--- src/rtl/des_key_unmixer_if.sv ---
// rtl/des_key_unmixer_if.sv - subkey stream bundle between key scheduler and round datapath
interface des_key_unmixer_if #(
   parameter int SUBKEY_W = 48,
   parameter int RIDX_W   = 4
);
   logic [SUBKEY_W-1:0] subkey;
   logic [RIDX_W-1:0]   round_idx;
   logic                subkey_valid;
   logic                subkey_ready;

   modport master (
      output subkey,
      output round_idx,
      output subkey_valid,
      input  subkey_ready
   );

   modport slave (
      input  subkey,
      input  round_idx,
      input  subkey_valid,
      output subkey_ready
   );
endinterface

--- src/rtl/des_key_unmixer.sv ---
// rtl/des_key_unmixer.sv - sequential DES key scheduler, K16..K1 (KEYSCHED_ENC_MODE_EN adds K1..K16)
module des_key_unmixer #(
   parameter int KEY_W    = 56,
   parameter int SUBKEY_W = 48,
   parameter int ROUNDS   = 16
) (
   input  logic             clk,
   input  logic             rst_n,
   input  logic             start,
   input  logic [KEY_W-1:0] key_in,
`ifdef KEYSCHED_ENC_MODE_EN
   input  logic             enc_mode,
`endif
   output logic             busy,
   output logic             done,
   des_key_unmixer_if.master sk
);
   localparam int HALF_W = KEY_W / 2;
   localparam int RIDX_W = $clog2(ROUNDS);
   localparam logic [RIDX_W-1:0] LAST_IDX = RIDX_W'(ROUNDS - 1);

   // PC-2 selection, FIPS numbering: entry i gives the 1-based input bit for output bit i+1
   localparam int PC2_TAB [48] = '{
      14, 17, 11, 24,  1,  5,  3, 28, 15,  6, 21, 10,
      23, 19, 12,  4, 26,  8, 16,  7, 27, 20, 13,  2,
      41, 52, 31, 37, 47, 55, 30, 40, 51, 45, 33, 48,
      44, 49, 39, 56, 34, 53, 46, 42, 50, 36, 29, 32
   };

   typedef enum logic [1:0] {ST_IDLE, ST_RUN, ST_DONE} state_t;

   state_t              state_q, state_d;
   logic [HALF_W-1:0]   c_q, c_d;
   logic [HALF_W-1:0]   d_q, d_d;
   logic [RIDX_W-1:0]   round_q, round_d;
   logic                fwd;
   logic                last;
   logic                two_step;

   function automatic logic [SUBKEY_W-1:0] pc2(input logic [KEY_W-1:0] cd);
      logic [SUBKEY_W-1:0] res;
      res = '0;
      for (int i = 0; i < SUBKEY_W; i++) begin
         res[SUBKEY_W-1-i] = cd[KEY_W - PC2_TAB[i]];
      end
      return res;
   endfunction

   function automatic logic [HALF_W-1:0] rot_r(input logic [HALF_W-1:0] x, input logic two);
      return two ? {x[1:0], x[HALF_W-1:2]} : {x[0], x[HALF_W-1:1]};
   endfunction

   function automatic logic [HALF_W-1:0] rot_l(input logic [HALF_W-1:0] x, input logic two);
      return two ? {x[HALF_W-3:0], x[HALF_W-1:HALF_W-2]} : {x[HALF_W-2:0], x[HALF_W-1]};
   endfunction

   // rounds 1, 2, 9 and 16 (0-based 0, 1, 8, 15) use a single-bit rotation
   function automatic logic is_two(input logic [RIDX_W-1:0] r);
      return !((r == RIDX_W'(0)) || (r == RIDX_W'(1)) || (r == RIDX_W'(8)) || (r == RIDX_W'(15)));
   endfunction

`ifdef KEYSCHED_ENC_MODE_EN
   logic enc_q, enc_d;
   assign fwd = enc_q;
`else
   assign fwd = 1'b0;
`endif

   assign last     = fwd ? (round_q == LAST_IDX) : (round_q == '0);
   assign two_step = fwd ? is_two(round_q + RIDX_W'(1)) : is_two(round_q);

   assign sk.subkey_valid = (state_q == ST_RUN);
   assign sk.subkey       = pc2({c_q, d_q});
   assign sk.round_idx    = round_q;
   assign busy            = (state_q == ST_RUN);
   assign done            = (state_q == ST_DONE);

   // next-state: load on start, step C/D one round per accepted subkey
   always_comb begin
      state_d = state_q;
      c_d     = c_q;
      d_d     = d_q;
      round_d = round_q;
`ifdef KEYSCHED_ENC_MODE_EN
      enc_d   = enc_q;
`endif
      case (state_q)
         ST_IDLE: begin
            if (start) begin
               // encryption shifts sum to 28, so K16 is PC-2 of the unrotated halves
               c_d     = key_in[KEY_W-1:HALF_W];
               d_d     = key_in[HALF_W-1:0];
               round_d = LAST_IDX;
               state_d = ST_RUN;
`ifdef KEYSCHED_ENC_MODE_EN
               enc_d = enc_mode;
               if (enc_mode) begin
                  c_d     = rot_l(key_in[KEY_W-1:HALF_W], 1'b0);
                  d_d     = rot_l(key_in[HALF_W-1:0], 1'b0);
                  round_d = '0;
               end
`endif
            end
         end
         ST_RUN: begin
            if (sk.subkey_ready) begin
               if (last) begin
                  state_d = ST_DONE;
               end else if (fwd) begin
                  c_d     = rot_l(c_q, two_step);
                  d_d     = rot_l(d_q, two_step);
                  round_d = round_q + RIDX_W'(1);
               end else begin
                  c_d     = rot_r(c_q, two_step);
                  d_d     = rot_r(d_q, two_step);
                  round_d = round_q - RIDX_W'(1);
               end
            end
         end
         ST_DONE: state_d = ST_IDLE;
         default: state_d = ST_IDLE;
      endcase
   end

   // state and key-half registers, cleared immediately on reset
   always_ff @(posedge clk or negedge rst_n) begin
      if (!rst_n) begin
         state_q <= ST_IDLE;
         c_q     <= '0;
         d_q     <= '0;
         round_q <= '0;
`ifdef KEYSCHED_ENC_MODE_EN
         enc_q   <= 1'b0;
`endif
      end else begin
         state_q <= state_d;
         c_q     <= c_d;
         d_q     <= d_d;
         round_q <= round_d;
`ifdef KEYSCHED_ENC_MODE_EN
         enc_q   <= enc_d;
`endif
      end
   end
endmodule

--- src/flat_wrapper.sv ---
// flat-port wrapper written by rule: the top's interface ports become plain ports
module des_key_unmixer_flat 
#(
   parameter int KEY_W    = 56,
   parameter int SUBKEY_W = 48,
   parameter int ROUNDS   = 16
)
  (clk, rst_n, start, key_in, busy, done, sk_subkey, sk_round_idx, sk_subkey_valid, sk_subkey_ready);
  des_key_unmixer_if #(.SUBKEY_W(SUBKEY_W), .RIDX_W(4)) sk_i ();
  input  logic clk;
  input  logic rst_n;
  input  logic start;
  input  logic [KEY_W-1:0] key_in;
  output logic busy;
  output logic done;
  output wire logic [$bits(sk_i.subkey)-1:0] sk_subkey;
  output wire logic [$bits(sk_i.round_idx)-1:0] sk_round_idx;
  output wire logic [$bits(sk_i.subkey_valid)-1:0] sk_subkey_valid;
  input wire logic [$bits(sk_i.subkey_ready)-1:0] sk_subkey_ready;
  assign sk_subkey = sk_i.subkey;
  assign sk_round_idx = sk_i.round_idx;
  assign sk_subkey_valid = sk_i.subkey_valid;
  assign sk_i.subkey_ready = sk_subkey_ready;
  des_key_unmixer #(.KEY_W(KEY_W), .SUBKEY_W(SUBKEY_W), .ROUNDS(ROUNDS)) u_core (.clk(clk), .rst_n(rst_n), .start(start), .key_in(key_in), .busy(busy), .done(done), .sk(sk_i));
endmodule
--- config.mk ---
export PLATFORM = sky130hd
export DESIGN_NAME = des_key_unmixer_flat
export DESIGN_NICKNAME = d
export VERILOG_FILES = /design/src/rtl/des_key_unmixer_if.sv /design/src/rtl/des_key_unmixer.sv /design/src/flat_wrapper.sv
export SDC_FILE = /design/constraint.sdc
export NUM_CORES = 1
export LEC_CHECK = 0
export CAP_MARGIN = 20
export CORE_MARGIN = 2
export CORE_UTILIZATION = 30
export DETAILED_ROUTE_END_ITERATION = 8
export PLACE_DENSITY = 0.59
export SLEW_MARGIN = 25
export SYNTH_ARGS = -nofsm -noshare
export SYNTH_HDL_FRONTEND = slang
export SYNTH_SLANG_ARGS = --single-unit
--- constraint.sdc ---
create_clock -name clk -period 2.1 [get_ports clk]
set_input_delay 0.42 -clock clk [delete_from_list [all_inputs] [get_ports clk]]
set_output_delay 0.42 -clock clk [all_outputs]
set_load 0.02 [all_outputs]
# Word-level counts from Yosys, hierarchy flattened
# Cells that the tools add are included.
# Widths: inputs -> output; s select.
# classes
addsub	1
n_eq_ne	9
n_mux	18
n_reduce_logical	8
# ops
operator	n
$mux 28	8
$pmux 28 s2	2
$mux 4	3
$eq 4x4->1 const B	2
$pmux 4 s2	1
$mux 2	3
$eq 4x1->1 const B	1
$logic_not 4->1	1
$ne 2x1->1 const B	2
$ne 2x2->1 const B	2
$pmux 2 s2	1
$reduce_and 4->1	1
$sub 4x1->4 const B	1
$logic_or 1x1->1	3
$reduce_and 3->1	1
$eq 2x1->1 const B	1
$eq 2x2->1 const B	1
$logic_not 2->1	1
$reduce_bool 2->1	1
# word_totals
register_bits	62
inputBits	60
out_inout_bits	55
word_cells	40

# Depth between registers and ports, before layout
# Gate-level depths: netlist (run 1).
# depth
depth_word	8
depth_mapped	8
ltp_nobuf	6

# Worst setup path before layout (run 1)
# No wires, ideal clock.
# synth_path
kind	register to register
start	register u_core.round_q[0] (netlist: u_core.sk.round_idx[0])
end	register u_core.c_q[1]
setup_ns	0.126
arrival_time_ns	1.898
required_time_ns	1.974
slack_ns	0.076
path_stages_with_launch	8
n_path_buf	2
period_less_slack_ns	2.024
path_cell_list	dfrtp_1 > inv_1 > ha_1 > o21a_1 > o21a_1 > buf_6 > buf_6 > a221o_1
# synth_between
elab_chain_len	8
elab_cells_between_ends	13
classes_between	eq/ne (4); mux (4); reduce/logical (5)
# synth_lines
item	line	rtl
start: declaration	des_key_unmixer.sv:35	logic [RIDX_W-1:0] round_q, round_d;
start signal: assignment	des_key_unmixer.sv:139	round_q <= round_d;
$eq 4x1->1 / $logic_not 4->1 (equally long branches)	des_key_unmixer.sv:59, des_key_unmixer.sv:69	
$logic_or 1x1->1 (3 in series)	des_key_unmixer.sv:59	return !((r == RIDX_W'(0)) || (r == RIDX_W'(1)) || (r == RIDX_W'(8)) || (r == RIDX_W'(15)));
$mux 28	des_key_unmixer.sv:50	return two ? {x[1:0], x[HALF_W-1:2]} : {x[0], x[HALF_W-1:1]};
$mux 28	des_key_unmixer.sv:107	if (last) begin
$mux 28	des_key_unmixer.sv:106	if (sk.subkey_ready) begin
$pmux 28 s2	des_key_unmixer.sv:87	case (state_q)
end signal: assignment	des_key_unmixer.sv:129	c_q <= '0;
end signal: assignment	des_key_unmixer.sv:137	c_q <= c_d;
end: declaration	des_key_unmixer.sv:33	logic [HALF_W-1:0] c_q, c_d;
# Several ways; a longest one is shown, not always the timed one. The select of a mux whose other input is x is not followed.
# A chain may end at the register's enable or synchronous reset.

# Worst setup path in the final report (run 1)
# layout_path
start	register u_core.state_q[1]
end	output done
# layout_between
elab_chain_len	1
# layout_lines
item	line	rtl
start: declaration	des_key_unmixer.sv:32	state_t state_q, state_d;
start signal: assignment	des_key_unmixer.sv:136	state_q <= state_d;
$eq 2x2->1	des_key_unmixer.sv:76	assign done = (state_q == ST_DONE);
end: declaration	flat_wrapper.sv:15	output logic done;
# No other way between the ends.

==> flow_summary.json, run 1 <==
{
  "cellLeakagePower_nw": 2.03,
  "post_synthesis_instance_area_um2": 3630,
  "maxSlewViolCount": 0,
  "timing.hold.worst.class": "input pin to async pin",
  "fin_ws_ns": 0.109,
  "cp_top_family": "buffers and inverters",
  "layout.cell_area.non_filler_um2": 4890,
  "stdcell_count": 607,
  "routabilityCongestion": 0.770,
  "place.detailed.instances": 592,
  "post_synth_inst_count": 398,
  "worst-slew-pin-transition_ns": 0.339,
  "buffer_ports.inserted": 114,
  "initial_antenna_violation_count": 0,
  "reg2reg_from": "u_core.sk.round_idx[1]",
  "post_synthesis_mux_area_share_pct": 0.275,
  "numCtsBuffers": 9,
  "grt_start_max_net_pins": 63,
  "globalRoute.totalOverflow": 0,
  "multi_input_comb_area_um2": 1520,
  "critical_path_top_delay_cell": "sky130_fd_sc_hd__clkdlybuf4s50_1",
  "worst_ir_drop_on_vdd_mv": 0.887,
  "final_layout_size_suffix_gt1_share_pct": 6.96,
  "cp.required_ns": 1.68,
  "async_reset_ff_share_pct": 100,
  "synth_xor_xnor_area_share_pct": 0.241,
  "areaGrowthSynthToFinish_pct": 34.5,
  "yosysUniqueCellTypes": 31,
  "cts_sinks": 62,
  "critical_path.cell_chain": "nor2b_1 -> clkdlybuf4s50_1",
  "synth_top_family_by_area": "compound AO/OA/AOI/OAI gates",
  "synthSimpleGateAreaFrac_pct": 15.0,
  "critical_path_buf_inv_count": 1,
  "place_ws_ns": 0.0444,
  "timing.critical_path.slowest_cell_delay_ns": 0.61,
  "synth-edff-count": 0,
  "cp-start-kind": "flip-flop",
  "design.final.nets": 519,
  "register_area_um2": 1550,
  "power.total_mw": 7.86,
  "grt_usage_pct": 15.0,
  "instance_area_at_placement_um2": 4600,
  "power_density_nw_per_um2": 1610,
  "htree_num_levels": 3,
  "end_kind": "primary output",
  "die_area_um2": 13000,
  "detailedRoute.firstIterationViolations": 213,
  "final-hold-violation-count": 0,
  "grt_pass1_vias": 3067,
  "finish.utilization_pct": 41.0,
  "die-width_um": 114,
  "finalSetupViolCount": 0,
  "place_hpwl_um": 6310,
  "yosysWarnings": 0,
  "synth-seq-area-share_pct": 42.7,
  "synth_largest_area_cell": "sky130_fd_sc_hd__dfrtp_1",
  "clock-skew-final_ns": 0.00721,
  "grt_pass1_wl_um": 15600,
  "remaining_drc_errors": 0,
  "nets_in_the_synthesized_netlist": 461,
  "number_of_fill_cells": 1206,
  "detail_route.vias_per_cell": 5.15,
  "insertedDiodeCount": 0,
  "ioPinCount": 115,
  "slew-limit-headroom_pct": 77.4,
  "postSynthAreaPerCell_um2": 9.13,
  "cts_root_buf": "sky130_fd_sc_hd__clkbuf_16",
  "setup_total_negative_slack_ns": 0,
  "flip_flop_and_latch_count_after_synthesis": 62,
  "drt_wl_cell_um": 15.8,
  "clock_insertion_delay_worst_skew_ns": 0.33,
  "core.rowCount": 40,
  "dr_total_vias": 3124,
  "maxClockFrequency_ghz": 0.502,
  "crit_type": "flip-flop to primary output",
  "cts.clk_slew.worst_paths_ns": 0.05,
  "cp.arrival_ns": 1.57,
  "core_area_um2": 11900,
  "finalWorstPathRequiredPeriod_ns": 1.99,
  "max_fanout_on_critical_path": 5,
  "floorplan.die.height_um": 114,
  "clk_path_buf_depth": 2,
  "post_synth_main_area_contributors": "sky130_fd_sc_hd__dfrtp_1 (43%), sky130_fd_sc_hd__a221o_1 (15%), sky130_fd_sc_hd__nand2_1 (12%), sky130_fd_sc_hd__buf_4 (10%), sky130_fd_sc_hd__o21ai_0 (7.7%)",
  "yosys.area_share.adder_pct": 1.03,
  "detailedRoute.firstPassIterationCount": 7,
  "synthDominantCellAreaShare_pct": 42.7,
  "synth_ff_type": "sky130_fd_sc_hd__dfrtp_1",
  "holdWs_ns": 0.0933,
  "synth-compound-area-share_pct": 25.0,
  "routed_wirelength_um": 9620,
  "post_cts_buffers": 0,
  "period_share_pct": 94.8,
  "final_antenna_net_count": 0,
  "drv_cap": 0,
  "outcome": "finished, final reports clean",
  "rsz0062_at_grt": "false",
  "initial_utilization_pct": 30.5,
  "setup.worst_path.start": "u_core.state_q[1]",
  "clock_tree_from_tritoncts": "yes"
}
==> path summary, 6_finish.rpt <==
kind | endpoint | slack (ns) | cells past startpoint
min in group clk | u_core.c_q[2] | 0.54 | 1
hold reg to reg | u_core.c_q[2] | 0.54 | 1
hold / removal | u_core.c_q[7] | 0.09 | 2
max in group asynchronous | u_core.d_q[26] | 1.72 | 2
setup / recovery | done | 0.11 | 2
setup reg to reg | u_core.c_q[24] | 0.13 | 7
==> cell usage in the layout, fill, tap and decap left out, drive strengths merged <==
cell type      count
clkdlybuf4s50    111
inv                4
or3b               1
and2               1
clkinv             2
or3                1
a2bb2oi            1
nand2            114
a211oi             1
clkbuf            11
nor3b              1
and3               1
nand2b             1
nand3b             1
nor2b              2
a21oi              1
o31a               1
mux2i              1
nand3              1
a221o             56
buf               12
clkinvlp           1
o21a               2
dfrtp             62
o21ai             57
bufinv             1
xnor2              1
ha                 3
nor3               1
dlygate4sd2        2
nor2               4
o22ai              1
==> cell families (layout without fill, tap and decap cells) <==
logic type,after synthesis,after routing
adder cells (fa/ha/maj),3,3
XOR/XNOR,1,1
AO/OA/AOI/OAI,120,120
multiplexers,1,1
flip-flops,62,62
buffers and inverters,82,144
AND/OR/NAND/NOR,129,129
==> worst register-to-register path, stage by stage, from the launching register on <==
cell,delay [ns]
sky130_fd_sc_hd__dfrtp_1,0.43
sky130_fd_sc_hd__inv_1,0.09
sky130_fd_sc_hd__ha_1,0.17
sky130_fd_sc_hd__nor2b_1,0.12
sky130_fd_sc_hd__o21a_1,0.23
sky130_fd_sc_hd__o21a_2,0.27
sky130_fd_sc_hd__buf_12,0.17
sky130_fd_sc_hd__a221o_1,0.37
==> repair_timing <==
action                                  in CTS  in global routing
endpoints found under the hold margin        0                  0
gates resized for setup                      2                  0
endpoints found under the setup margin       2                  0
hold buffers                                 0                  0
==> flip-flops by register name, summed over array words and instances (netlist names) <==
name and cells:
u_core.sk.round_idx 4, u_core.c_q 28, u_core.state_q 2, u_core.d_q 28
==> synth_stat cells (2+ instances only) <==
master and instances:
sky130_fd_sc_hd__a221o_1 56, sky130_fd_sc_hd__buf_2 9, sky130_fd_sc_hd__buf_4 49, sky130_fd_sc_hd__buf_6 9, sky130_fd_sc_hd__clkbuf_1 10, sky130_fd_sc_hd__dfrtp_1 62
sky130_fd_sc_hd__ha_1 3, sky130_fd_sc_hd__inv_1 4, sky130_fd_sc_hd__nand2_1 114, sky130_fd_sc_hd__nor2_1 4, sky130_fd_sc_hd__nor2b_1 2, sky130_fd_sc_hd__o21a_1 2
sky130_fd_sc_hd__o21ai_0 56
==> area by class of cell <==
| type | count | area share (%) |
|---|---|---|
| clock buffers | 11 | 4.97 |
| clock inverters | 4 | 0.973 |
| inverters | 4 | 0.307 |
| multi-input cells | 254 | 31.1 |
| flip-flops and latches | 62 | 31.7 |
| well taps | 147 | 3.76 |
| repair buffers | 125 | 27.2 |
==> metal layers <==
layer	wire [um]	global-route usage [%]	up-vias
met4	129	5.20	0
li1	-	-	1491
met5	0	0	-
met3	499	2.91	13
met1	4610	21.6	1527
met2	4380	22.5	93
==> power breakdown <==
group | switching [mW] | leakage, nW | internal [mW]
Combinational | 1.98 | 1.13 | 1.96
Clock | 0.524 | 0.141 | 0.940
Sequential | 0.673 | 0.760 | 1.77
Total | 3.18 | 2.03 | 4.68
Power figures use the tool's default switching activity.
==> run 2, diff against run 1 <==
clock period = 2.05 ns   (was 2.1 ns; I/O delays follow)
==> run 2 against run 1 <==
Against the previous run:
- wire length down 1.3%
- global-route usage down 0.29 points
- sequential share of layout area down 0.53 points
- hold slack better by 0.0039 ns
==> flow_summary.json, run 2 (synthesis gave the netlist of run 1 again) <==
{
  "grt_pass1_vias": 3021,
  "initial_antenna_violation_count": 0,
  "cts_root_buf": "sky130_fd_sc_hd__clkbuf_16",
  "remaining_drc_errors": 0,
  "maxClockFrequency_ghz": 0.509,
  "fin_ws_ns": 0.0835,
  "end_kind": "primary output",
  "globalRoute.totalOverflow": 0,
  "finish.utilization_pct": 41.7,
  "worst_ir_drop_on_vdd_mv": 0.798,
  "htree_num_levels": 3,
  "worstRegToRegCells": 8,
  "power_density_nw_per_um2": 1680,
  "insertedDiodeCount": 0,
  "power.total_mw": 8.33,
  "drt_wl_cell_um": 15.5,
  "routed_wirelength_um": 9490,
  "die_area_um2": 13000,
  "crit_type": "flip-flop to primary output",
  "cts_sinks": 62,
  "final_common_cell": "sky130_fd_sc_hd__nand2_1",
  "design.final.nets": 522,
  "cellLeakagePower_nw": 2.07,
  "rsz0062_at_grt": "false",
  "numCtsBuffers": 9,
  "ff2ff_setup_slack_ns": 0.12,
  "final_layout_size_suffix_gt1_share_pct": 7.54,
  "drv_cap": 0,
  "final-hold-violation-count": 0,
  "grt_usage_pct": 14.7,
  "worst-slew-pin-transition_ns": 0.335,
  "initial_utilization_pct": 30.5,
  "grt_start_max_net_pins": 63,
  "holdWs_ns": 0.0972,
  "finalWorstPathRequiredPeriod_ns": 1.97,
  "ioPinCount": 115,
  "cp-start-kind": "flip-flop",
  "setup.worst_path.start": "u_core.state_q[0]",
  "die-width_um": 114,
  "floorplan.die.height_um": 114,
  "cp.required_ns": 1.64,
  "period_share_pct": 95.9,
  "clock-skew-final_ns": 0.00752,
  "maxSlewViolCount": 0,
  "max_fanout_on_critical_path": 5,
  "instance_area_at_placement_um2": 4620,
  "critical_path.reg2reg.endpoint": "u_core.c_q[22]",
  "clock_insertion_delay_worst_skew_ns": 0.32,
  "multi_input_comb_area_um2": 1520,
  "place_ws_ns": -0.00255,
  "areaGrowthSynthToFinish_pct": 36.8,
  "number_of_fill_cells": 1161,
  "outcome": "finished, final reports clean",
  "dr_total_vias": 3087,
  "cts.clk_slew.worst_paths_ns": 0.05,
  "timing.hold.worst.class": "input pin to async pin",
  "grt_pass1_wl_um": 15200,
  "setup_total_negative_slack_ns": 0,
  "core_area_um2": 11900,
  "slew-limit-headroom_pct": 77.7,
  "layout.cell_area.non_filler_um2": 4970,
  "place_hpwl_um": 6490,
  "place.detailed.instances": 595,
  "buffer_ports.inserted": 114,
  "clock_tree_from_tritoncts": "yes",
  "clk_path_buf_depth": 2,
  "detailedRoute.firstIterationViolations": 259,
  "most-common-layout-cells": "sky130_fd_sc_hd__nand2_1 (114), sky130_fd_sc_hd__clkdlybuf4s50_1 (111), sky130_fd_sc_hd__dfrtp_1 (62), sky130_fd_sc_hd__o21ai_0 (56), sky130_fd_sc_hd__a221o_1 (56)",
  "register_area_um2": 1550,
  "routabilityCongestion": 0.777,
  "detail_route.vias_per_cell": 5.05,
  "final_antenna_net_count": 0,
  "core.rowCount": 40,
  "detailedRoute.firstPassIterationCount": 5,
  "cp.arrival_ns": 1.56,
  "reg2reg_from": "u_core.sk.round_idx[1]",
  "timing.critical_path.to": "done",
  "finalSetupViolCount": 0,
  "stdcell_count": 611
}
-- run 2: changes by cell type in the layout (fill, tap and decap cells not counted) --
cell	before	now
sky130_fd_sc_hd__buf_4	2	5
sky130_fd_sc_hd__bufinv_16	1	3
sky130_fd_sc_hd__clkbuf_1	1	2
sky130_fd_sc_hd__clkbuf_8	1	2
sky130_fd_sc_hd__clkinv_2	2	0
sky130_fd_sc_hd__clkinvlp_4	1	0
-- run 2: worst min-delay path by stage --
stage          slack (ns)       endpoint  depth (start not counted)  start
4_1_cts              0.11  u_core.c_q[8]                          2  rst_n
5_1_grt              0.12  u_core.c_q[8]                          2  rst_n
3_3_place_gp         0.44  u_core.c_q[8]                          2  rst_n
3_5_place_dp         0.45  u_core.c_q[8]                          2  rst_n
6_report              0.1  u_core.c_q[8]                          2  rst_n
2_1_floorplan        0.11  u_core.c_q[0]                          0  rst_n
-- run 2: repair_timing --
item                                    in CTS  in global routing
hold buffers                                 0                  0
gates resized for setup                      2                  0
endpoints found under the setup margin       2                  0
buffers inserted                             0                  0
-- run 2: cell type report --
type / instances / share of cell area [%]
clock buffers: 13 / 5.24
clock inverters: 3 / 1.81
inverters: 4 / 0.302
multi-input cells: 254 / 30.5
flip-flops and latches: 62 / 31.2
well taps: 147 / 3.70
repair buffers: 128 / 27.2
-- run 2: power breakdown --
| group | internal [mW] | switching [mW] | total (mW) | leakage (nW) |
|---|---|---|---|---|
| logic | 2.03 | 2.03 | 4.05 | 1.14 |
| clock network | 1.25 | 0.520 | 1.77 | 0.170 |
| registers | 1.81 | 0.692 | 2.51 | 0.760 |
-- run 2: routing by layer --
metal	vias up	GRT usage, %	wire [um]
met5	-	0	0
met4	0	3.50	72
met3	7	4.18	535
met2	88	22.9	4340
met1	1500	20.3	4540
li1	1492	-	-
-- run 2: critical path: stages, from the launching register on --
cell and delay (ns):
sky130_fd_sc_hd__dfrtp_1 0.48, sky130_fd_sc_hd__nor2b_1 0.15, sky130_fd_sc_hd__clkdlybuf4s50_1 0.62
==> run 3, diff against run 2 <==
SKIP_CTS_REPAIR_TIMING = 1   (was unset)
==> run 3 against run 2 <==
Against the previous run:
- register-to-register slack hardly changed
- setup slack better by 0.021 ns
- final cell count stayed put
- clock-buffer cell count stayed put
- sequential cell count stayed put
- sequential share of layout area hardly changed
- design area is 0.18% higher
- fmax is 1.1% higher
==> flow_summary.json, run 3 (synthesis gave the netlist of run 1 again) <==
{
  "drt_wl_cell_um": 15.5,
  "routabilityCongestion": 0.777,
  "final_common_cell": "sky130_fd_sc_hd__nand2_1",
  "routed_wirelength_um": 9490,
  "end_kind": "primary output",
  "drv_cap": 0,
  "buffer_ports.inserted": 114,
  "cts_sinks": 62,
  "dr_total_vias": 3087,
  "cellLeakagePower_nw": 2.09,
  "timing.hold.worst.class": "input pin to async pin",
  "clk_path_buf_depth": 2,
  "core.rowCount": 40,
  "detailedRoute.firstIterationViolations": 259,
  "worst_ir_drop_on_vdd_mv": 0.798,
  "rsz0062_at_grt": "false",
  "final_layout_size_suffix_gt1_share_pct": 7.76,
  "die-width_um": 114,
  "detail_route.vias_per_cell": 5.05,
  "period_share_pct": 94.9,
  "worstRegToRegCells": 8,
  "ioPinCount": 115,
  "holdWs_ns": 0.0972,
  "cp.required_ns": 1.64,
  "worst-slew-pin-transition_ns": 0.335,
  "grt_pass1_vias": 3021,
  "cts_root_buf": "sky130_fd_sc_hd__clkbuf_16",
  "clock_tree_from_tritoncts": "yes",
  "stdcell_count": 611,
  "numCtsBuffers": 9,
  "clock_insertion_delay_worst_skew_ns": 0.32,
  "max_fanout_on_critical_path": 5,
  "cts.clk_slew.worst_paths_ns": 0.05,
  "floorplan.die.height_um": 114,
  "finalSetupViolCount": 0,
  "core_area_um2": 11900,
  "grt_start_max_net_pins": 63,
  "outcome": "finished, final reports clean",
  "remaining_drc_errors": 0,
  "cp-start-kind": "flip-flop",
  "place.detailed.instances": 595,
  "design.final.nets": 522,
  "die_area_um2": 13000,
  "maxClockFrequency_ghz": 0.514,
  "cp.arrival_ns": 1.54,
  "grt_pass1_wl_um": 15200,
  "initial_utilization_pct": 30.5,
  "grt_usage_pct": 14.7,
  "power_density_nw_per_um2": 1680,
  "most-common-layout-cells": "sky130_fd_sc_hd__nand2_1 (114), sky130_fd_sc_hd__clkdlybuf4s50_1 (111), sky130_fd_sc_hd__dfrtp_1 (61), sky130_fd_sc_hd__o21ai_0 (56), sky130_fd_sc_hd__a221o_1 (56)",
  "power.total_mw": 8.35,
  "crit_type": "flip-flop to primary output",
  "areaGrowthSynthToFinish_pct": 37.0,
  "number_of_fill_cells": 1156,
  "insertedDiodeCount": 0,
  "clock-skew-final_ns": 0.00752,
  "initial_antenna_violation_count": 0,
  "maxSlewViolCount": 0,
  "finalWorstPathRequiredPeriod_ns": 1.95,
  "htree_num_levels": 3,
  "globalRoute.totalOverflow": 0,
  "place_hpwl_um": 6490,
  "detailedRoute.firstPassIterationCount": 5,
  "final-hold-violation-count": 0,
  "final_antenna_net_count": 0,
  "slew-limit-headroom_pct": 77.7
}
run 3: cell types whose count changed in the layout (fill, tap and decap cells not counted), sizes merged:
cell and delta:
dlygate4sd2 -2, dlymetal6s2s +2
run 3: power breakdown:
part           internal [mW]  leakage [nW]  switching, mW
logic                   2.04          1.16           2.03
registers               1.82         0.759          0.692
clock network           1.25         0.170          0.520
run 3: final cells by class:
class | instances | area [um2] | share of cell area (%)
repair buffers | 128 | 1360 | 27.3
flip-flops and latches | 62 | 1550 | 31.2
multi-input cells | 254 | 1520 | 30.5
clock inverters | 3 | 90.1 | 1.81
clock buffers | 13 | 260 | 5.23
inverters | 4 | 15.0 | 0.302
well taps | 147 | 184 | 3.69
run 3: per-layer routing:
layer  wire, um  global-route usage (%)  vias up
met5          0                       0        -
met3        532                    4.18        7
met1       4550                    20.3     1500
met2       4340                    22.9       88
li1           -                       -     1492
met4         72                    3.50        0
run 3: critical path: stages, from the launching register on:
cell and delay, ns:
sky130_fd_sc_hd__dfrtp_1 0.44, sky130_fd_sc_hd__nor2b_1 0.16, sky130_fd_sc_hd__clkdlybuf4s50_1 0.62
run 3: worst paths after layout:
path                                             start           endpoint  slack (ns)
worst max-delay path                 u_core.state_q[1]               done        0.10
worst min-delay path                             rst_n      u_core.c_q[8]         0.1
worst max register to register  u_core.sk.round_idx[1]     u_core.c_q[22]        0.12
worst min register to register          u_core.d_q[13]     u_core.d_q[11]        0.53
max in group asynchronous                        rst_n  u_core.state_q[0]        1.66
min in group clk                        u_core.d_q[13]     u_core.d_q[11]        0.53
run 3: stage by stage:
step | TNS, ns | worst slack (ns) | utilization, % | instance area [um2]
floorplan | 0 | 0.0255 | - | 3630
global placement | 0 | 0.0266 | 38.8 | 4620
detailed placement | -0.00255 | -0.00255 | 38.8 | 4620
CTS | -0.217 | -0.118 | 41.7 | 4970
global route | 0 | 0.0144 | 41.8 | 4980
finish | 0 | 0.104 | 41.8 | 4980
